===== src/rtl/hsync_rx_decoder.sv =====
// Receive-side HSYNC decoder: measures sync pulse / porch widths against nominal
// timing, tracks lock, and regenerates the pixel column index and display strobe.
module hsync_rx_decoder #(
  parameter int unsigned PULSE_CYC  = 384,
  parameter int unsigned BP_CYC     = 192,
  parameter int unsigned PIX_DIV    = 20,
  parameter int unsigned H_PIXELS   = 128,
  parameter int unsigned FP_CYC     = 64,
  parameter int unsigned TOL        = 4,
  parameter int unsigned LOCK_LINES = 2,
  parameter int unsigned CNT_W      = 12,
  localparam int unsigned HPIX_W    = $clog2(H_PIXELS)
) (
  input  logic              clk,
  input  logic              reset,
  input  logic              hsync_in,
  output logic [HPIX_W-1:0] hpixel,
  output logic              pixel_valid,
  output logic              line_start,
  output logic              locked,
  output logic              sync_err,
  output logic [CNT_W-1:0]  pulse_width
);

  localparam int unsigned DIV_W = $clog2(PIX_DIV);
  localparam int unsigned GL_W  = $clog2(LOCK_LINES + 1);

  localparam logic [CNT_W-1:0]  PULSE_MIN  = CNT_W'(PULSE_CYC - TOL);
  localparam logic [CNT_W-1:0]  PULSE_MAX  = CNT_W'(PULSE_CYC + TOL);
  localparam logic [CNT_W-1:0]  PULSE_STUCK = CNT_W'(PULSE_CYC + TOL + 1);
  localparam logic [CNT_W-1:0]  BP_END     = CNT_W'(BP_CYC);
  localparam logic [CNT_W-1:0]  FP_MIN     = CNT_W'(FP_CYC - TOL);
  localparam logic [CNT_W-1:0]  FP_MAX     = CNT_W'(FP_CYC + TOL);
  localparam logic [CNT_W-1:0]  FP_TIMEOUT = CNT_W'(FP_CYC + TOL + 2);
  localparam logic [CNT_W-1:0]  CNT_ONE    = CNT_W'(1);
  localparam logic [DIV_W-1:0]  DIV_LAST   = DIV_W'(PIX_DIV - 1);
  localparam logic [HPIX_W-1:0] HPIX_LAST  = HPIX_W'(H_PIXELS - 1);
  localparam logic [GL_W-1:0]   GL_LOCK    = GL_W'(LOCK_LINES);

  typedef enum logic [2:0] {
    StSearch,
    StPulse,
    StBackporch,
    StDisplay,
    StFrontporch
  } state_e;

  state_e            state_q, state_d;
  logic              sync1_q, sync2_q, prev_q;
  logic [CNT_W-1:0]  cnt_q, cnt_d, cnt_m1;
  logic [DIV_W-1:0]  div_q, div_d;
  logic [HPIX_W-1:0] hpix_q, hpix_d;
  logic [GL_W-1:0]   gl_q, gl_d;
  logic              locked_q, locked_d;
  logic [CNT_W-1:0]  pw_q, pw_d;
  logic              fall, rise, err, good, ls;

  assign fall   = prev_q & ~sync2_q;
  assign rise   = ~prev_q & sync2_q;
  assign cnt_m1 = cnt_q - CNT_ONE;

  always_ff @(posedge clk or posedge reset) begin
    if (reset) begin
      sync1_q  <= 1'b1;
      sync2_q  <= 1'b1;
      prev_q   <= 1'b1;
      state_q  <= StSearch;
      cnt_q    <= '0;
      div_q    <= '0;
      hpix_q   <= '0;
      gl_q     <= '0;
      locked_q <= 1'b0;
      pw_q     <= '0;
    end else begin
      sync1_q  <= hsync_in;
      sync2_q  <= sync1_q;
      prev_q   <= sync2_q;
      state_q  <= state_d;
      cnt_q    <= cnt_d;
      div_q    <= div_d;
      hpix_q   <= hpix_d;
      gl_q     <= gl_d;
      locked_q <= locked_d;
      pw_q     <= pw_d;
    end
  end

  always_comb begin
    state_d = state_q;
    cnt_d   = cnt_q;
    div_d   = div_q;
    hpix_d  = hpix_q;
    pw_d    = pw_q;
    err     = 1'b0;
    good    = 1'b0;
    ls      = 1'b0;
    case (state_q)
      StSearch: begin
        if (fall) begin
          state_d = StPulse;
          cnt_d   = CNT_ONE;
        end
      end
      StPulse: begin
        if (rise) begin
          pw_d = cnt_q;
          if (cnt_q >= PULSE_MIN && cnt_q <= PULSE_MAX) begin
            ls      = 1'b1;
            state_d = StBackporch;
            cnt_d   = CNT_ONE;
          end else begin
            err     = 1'b1;
            state_d = StSearch;
          end
        end else if (cnt_q == PULSE_STUCK) begin
          err     = 1'b1;
          state_d = StSearch;
        end else begin
          cnt_d = cnt_q + CNT_ONE;
        end
      end
      StBackporch: begin
        if (fall) begin
          err     = 1'b1;
          state_d = StPulse;
          cnt_d   = CNT_ONE;
        end else if (cnt_q == BP_END) begin
          state_d = StDisplay;
          div_d   = '0;
          hpix_d  = '0;
        end else begin
          cnt_d = cnt_q + CNT_ONE;
        end
      end
      StDisplay: begin
        if (fall) begin
          err     = 1'b1;
          state_d = StPulse;
          cnt_d   = CNT_ONE;
          hpix_d  = '0;
        end else if (div_q == DIV_LAST) begin
          div_d = '0;
          if (hpix_q == HPIX_LAST) begin
            state_d = StFrontporch;
            cnt_d   = CNT_ONE;
            hpix_d  = '0;
          end else begin
            hpix_d = hpix_q + HPIX_W'(1);
          end
        end else begin
          div_d = div_q + DIV_W'(1);
        end
      end
      StFrontporch: begin
        if (fall) begin
          state_d = StPulse;
          cnt_d   = CNT_ONE;
          if (cnt_m1 >= FP_MIN && cnt_m1 <= FP_MAX) good = 1'b1;
          else                                       err  = 1'b1;
        end else if (cnt_q == FP_TIMEOUT) begin
          err     = 1'b1;
          state_d = StSearch;
        end else begin
          cnt_d = cnt_q + CNT_ONE;
        end
      end
      default: state_d = StSearch;
    endcase
  end

  // Lock follows the good-line count one cycle late; any violation clears both.
  always_comb begin
    gl_d = gl_q;
    if (err)                         gl_d = '0;
    else if (good && gl_q != GL_LOCK) gl_d = gl_q + GL_W'(1);
    locked_d = ~err & (gl_q == GL_LOCK);
  end

  assign pixel_valid = (state_q == StDisplay) && locked_q;
  assign hpixel      = pixel_valid ? hpix_q : '0;
  assign line_start  = ls;
  assign sync_err    = err;
  assign locked      = locked_q;
  assign pulse_width = pw_q;

endmodule

===== config.mk =====
export PLATFORM = sky130hd
export DESIGN_NAME = hsync_rx_decoder
export DESIGN_NICKNAME = d
export VERILOG_FILES = /design/src/rtl/hsync_rx_decoder.sv
export SDC_FILE = /design/constraint.sdc
export NUM_CORES = 1
export LEC_CHECK = 0
export CORE_UTILIZATION = 40
export DETAILED_ROUTE_END_ITERATION = 8
export PLACE_DENSITY = 0.63
export SYNTH_ARGS = -nofsm -noshare
export SYNTH_HDL_FRONTEND = slang
export SYNTH_SLANG_ARGS = --single-unit

===== constraint.sdc =====
create_clock -name clk -period 2.65 [get_ports clk]
set_clock_uncertainty 0.1 [all_clocks]
set_input_delay 0.53 -clock clk [delete_from_list [all_inputs] [get_ports clk]]
set_output_delay 0.53 -clock clk [all_outputs]
set_load 0.05 [all_outputs]

After elaboration in Yosys (flattened, before gate mapping). Cells that the tools add are included.

$add $sub $neg: 5. Magnitude comparators: 4. Equality and inequality tests: 24. Muxes and demuxes: 52. Bitwise logic cells: 6. Reductions and logical operators: 14.

Operators by type and width (count): 12-bit 2-to-1 mux (11); 12-bit case mux with 5 select lines (1); 7-bit 2-to-1 mux (6); 3-bit 2-to-1 mux (10); 3-bit != test, second input constant (9); 5-bit 2-to-1 mux (4); 3-bit case mux with 5 select lines (1); 7-bit case mux with 2 select lines (1); 1-bit 2-to-1 mux (13); 12-bit by 1-bit adder with 12-bit output, second input constant (1); 12-bit by 7-bit equality test with 1-bit output, second input constant (1); 12-bit by 8-bit equality test with 1-bit output, second input constant (1); 12-bit by 9-bit equality test with 1-bit output, second input constant (1); 12-bit by 6-bit greater-or-equal comparator with 1-bit output, second input constant (1); 12-bit by 9-bit greater-or-equal comparator with 1-bit output, second input constant (1); 12-bit by 7-bit less-or-equal comparator with 1-bit output, second input constant (1); 12-bit by 9-bit less-or-equal comparator with 1-bit output, second input constant (1); 12-bit by 1-bit subtractor with 12-bit output, second input constant (1); 2-bit != test, second input constant (5); 5-bit case mux with 2 select lines (1); 4-bit AND reduction (2); 8-bit AND reduction (1); 7-bit by 1-bit adder with 7-bit output, second input constant (1); 7-bit equality test, second input constant (1); 18 further kinds (29).

Flip-flop bits (word level): 45. Input bits: 3. Output and inout bits: 23. Word-level logic and storage cells: 115.

Logic depth before layout (Yosys ltp).
Word-level depth: 9. Gate-level depth with buffers: 10. Depth with buffers taken out: 8.

Least setup slack after synthesis. No wires, ideal clock.

Kind: reg2out. Start point: register cnt_q[0]. End point: output sync_err. Data arrival time: 2.214 ns. Data required time: 2.020 ns. Slack: -0.194 ns. Stages on the path, launching flop included: 9. Cells stage by stage: dfrtp_1 -> clkbuf_1 -> inv_1 -> ha_1 -> nor3b_2 -> xnor2_1 -> o31a_1 -> o211ai_1 -> nand3_1.

Cells in the longest elaborated chain, start to end: 6.

Ends and longest elaborated chain: start, declared (RTL line 50) `logic [CNT_W-1:0] cnt_q, cnt_d, cnt_m1;`; start signal, assigned (RTL line 79) `cnt_q <= cnt_d;`; 12-bit by 1-bit subtractor with 12-bit output (RTL line 60) `assign cnt_m1 = cnt_q - CNT_ONE;`; 12-bit by 6-bit greater-or-equal comparator with 1-bit output or 12-bit by 7-bit less-or-equal comparator with 1-bit output (tied branches) (RTL line 158) `if (cnt_m1 >= FP_MIN && cnt_m1 <= FP_MAX) good = 1'b1;`; 1-bit logical AND (RTL line 158); 1-bit 2-to-1 mux (RTL line 158); 1-bit 2-to-1 mux (RTL line 155) `if (fall) begin`; 1-bit case mux with 3 select lines (*) (RTL line 97) `case (state_q)`; end, declared (RTL line 21) `output logic sync_err,`.

Mark *: on every way between the ends. The rest lies on a longest branch, timed or not.

Worst setup path in the final report.
Start point: register cnt_q[3]. End point: output sync_err.

Same word-level chain as after synthesis.

==> flow_metrics.env <==
export IMPL_p_per_area_mw_per_mm2=713
export IMPL_cts_htree_levels=2
export IMPL_synth_area_leader_cell="dfrtp_1"
export IMPL_min_period_ns=2.78
export IMPL_synth_edf_count=0
export IMPL_hold_slack_ns=0.257
export IMPL_ys_warn_count=0
export IMPL_maxCapViolations=0
export IMPL_seq_power_share_pct=30.5
export IMPL_cp_slowest_cell="or4_4"
export IMPL_peakVddDrop_mv=0.590
export IMPL_ys_types=62
export IMPL_whs_path_depth=0
export IMPL_cp_max_fo=3
export IMPL_p_clk_share_pct=19.2
export IMPL_async_reset_ff_share_pct=100
export IMPL_period_share_pct=105
export IMPL_comb_power_share_pct=50.3
export IMPL_cts_tree="yes"
export IMPL_routed_wl_mm=6.86
export IMPL_core_sq_mm=0.00683
export IMPL_track_usage_pct=19.8
export IMPL_area_delta_synth_final_pct=33.3
export IMPL_die_h_um=86.1
export IMPL_port_buffers=25
export IMPL_cp_slowest_stage_delay_ns=0.51
export IMPL_cts_sinks=45
export IMPL_required_ns=2.02
export IMPL_fin_total_pwr_mw=2.69
export IMPL_drt_pass1_iter_count=4
export IMPL_io_pin_count=26
export IMPL_drc_errors=0
export IMPL_dieArea_sq_mm=0.00742
export IMPL_synth_cells=312
export IMPL_rows=30
export IMPL_grt_start_max_net_pins=19
export IMPL_worst_pin_slew_ns=0.642
export IMPL_fmax_mhz=360
export IMPL_synth_net_count=323
export IMPL_clockBufferDepth=2
export IMPL_p_leak_nw=1.61
export IMPL_slew_limit_headroom_pct=57.0
export IMPL_fin_nets=378
export IMPL_synth_area_sq_mm=0.00283
export IMPL_drive_above_1_share_pct=26.6
export IMPL_grt_remaining_overflow=0
export IMPL_die_w_um=86.1
export IMPL_grt_pass1_vias=2436
export IMPL_grt_pass1_wl_mm=11.6
export IMPL_initial_core_util_pct=41.4
export IMPL_path_clk_slew_ns=0.09
export IMPL_vias=2504
export IMPL_crit_arrival_ns=2.15
export IMPL_worstPathCellList="buf_6 > nor4_4 > nand2_1 > or4_4 > o211a_4 > nand3_4 > buf_12"
export IMPL_intPower_mw=1.65
export IMPL_place_hpwl_mm=4.99
export IMPL_netlist_top_cells_area="dfrtp_1 (37%), o21ai_0 (4.9%), nand2_1 (3.7%)"
export IMPL_rr_worst_depth=8
export IMPL_ant_nets=0
export IMPL_numCtsBuffers=5
export IMPL_insertedDiodeCount=0
export IMPL_drtIter0Drc=148
export IMPL_switching_share_pct=38.6
export IMPL_worst_skew_pair_late_latency_ns=0.31
export IMPL_synth_main_ff_cell="dfrtp_1"
export IMPL_holdCritPathClass="reg -> reg"
export IMPL_hold_viol_final=0
export IMPL_antenna_found_initial=0
export IMPL_worstSetupEndpointType="output port"
export IMPL_setup_violations=2
export IMPL_fin_ws_ns=-0.130
export IMPL_rsz0062_at_grt="true"
export IMPL_slew_viol_final=0
export IMPL_violations="setup timing"
export IMPL_cts_root_buf="clkbuf_8"
export IMPL_path_class="reg -> out"
export IMPL_synth_top_area_share_pct=37.1
export IMPL_synth_seq_cells=45
export IMPL_routedWlPerCell_um=14.8
export IMPL_vias_per_cell=5.40
export IMPL_status="complete, but fails checks"
export IMPL_seq_area_frac_synth_pct=39.9
export IMPL_place_gp_congestion=0.854
export IMPL_netSwitchingPower_mw=1.04
export IMPL_syn_avg_cell_area_sq_um=9.08
export IMPL_startpoint_type="register"
[registers in the layout, indices dropped and copies added, names as in the netlist]
| name | cells |
|---|---|
| cnt_q | 12 |
| pulse_width | 12 |
| hpix_q | 7 |
| div_q | 5 |
| state_q | 3 |
| gl_q | 2 |
| locked | 1 |
| prev_q | 1 |
| sync1_q | 1 |
| sync2_q | 1 |
[timing repair]
action	CTS	global route
buffers inserted	6	5
hold endpoints to repair	0	0
gates resized for setup	11	15
gates cloned	0	0
pin swaps	4	7
hold buffers	0	0
setup endpoints to repair	2	10
[final timing paths]
kind,startpoint,end,slack [ns]
setup / recovery,cnt_q[3],sync_err,-0.13
hold reg to reg,sync1_q,sync2_q,0.26
setup reg to reg,div_q[0],cnt_q[1],0.24
min in group asynchronous,reset,cnt_q[4],0.42
max in group asynchronous,reset,cnt_q[7],1.48
hold / removal,sync1_q,sync2_q,0.26
[cell families after synthesis]
family	share of synthesized area, %
AOI/OAI and AO/OA	19.7
muxes	4.29
buffers and inverters	4.77
adders and majority gates	3.54
xor gates and xnor gates	0.309
and+or+nand+nor	27.5
DFF	39.9
[cells in the final DEF (no fill, tap or decap), types with 4 or more instances in the layout]
cell / count
nand3_1: 14
ha_1: 6
a31oi_1: 8
nand2_1: 28
mux2_2: 9
o21ai_0: 28
nand3b_1: 4
clkbuf_8: 5
clkdlybuf4s50_1: 15
nand2b_1: 7
dfrtp_1: 42
nor2_1: 21
inv_2: 4
a21oi_1: 7
o211ai_1: 4
and3_1: 12
nor2b_1: 5
nor3_1: 7
buf_12: 10
buf_4: 38
buf_6: 4
inv_1: 7
[layer usage]
| layer | part of all wire [%] | global-route usage [%] | wire [um] |
|---|---|---|---|
| met4 | 1.9 | 6.97 | 133 |
| met1 | 45 | 24.2 | 3090 |
| met3 | 3.3 | 3.56 | 224 |
| met2 | 50 | 34.9 | 3410 |
| met5 | 0 | 0 | 0 |
[worst max-delay path: cells and delay by family (launching register included)]
family / cells / cell delay [ns]
simple gates: 4 / 1.00
flops: 1 / 0.40
buf+inv: 2 / 0.27
compound gates: 1 / 0.18
[cell type report]
type,instances,area (sq um)
clock buffers,6,72.6
clock inverters,2,35.0
fillers,651,3060
inverters,11,41.3
multi-input cells,236,1680
flip-flops and latches,45,1130
well taps,96,120
repair buffers,68,696
[Yosys cell counts (4+ instances only)]
| library cell | count |
|---|---|
| clkbuf_1 | 12 |
| inv_1 | 10 |
| nor3_1 | 8 |
| buf_2 | 6 |
| o41ai_1 | 4 |
| nor2b_1 | 7 |
| nand3b_1 | 4 |
| nand3_1 | 15 |
| nand2_1 | 28 |
| or3_1 | 5 |
| nor2_1 | 21 |
| mux2_2 | 9 |
| o21ai_0 | 28 |
| nand2b_1 | 7 |
| a31oi_1 | 8 |
| ha_1 | 8 |
| dfrtp_1 | 42 |
| a21oi_1 | 8 |
| and3_1 | 12 |
| o211ai_1 | 4 |
[power by group through the flow]
stage / Combinational (mW) / Sequential, mW / Clock (mW)
2_1_floorplan: 0.660 / 0.946 / 0
3_3_place_gp: 1.16 / 0.832 / 0
3_5_place_dp: 1.17 / 0.835 / 0
4_1_cts: 1.26 / 0.813 / 0.526
5_1_grt: 1.47 / 0.832 / 0.555
6_report: 1.36 / 0.820 / 0.516
[stage by stage]
step           cells  setup TNS [ns]  area (sq um)  worst slack, ns  util (%)
3_5_place_dp     445               0          3460           0.0609      50.7
2_1_floorplan    312         -0.0147          2850          -0.0147         -
4_1_cts          459          -0.173          3670           -0.157      53.8
6_report         464          -0.136          3770           -0.130      55.3
5_1_grt          464          -0.347          3770           -0.237      55.3
3_3_place_gp     445               0          3460            0.117      50.7
Note: power is estimated with default switching activity, not from simulation.
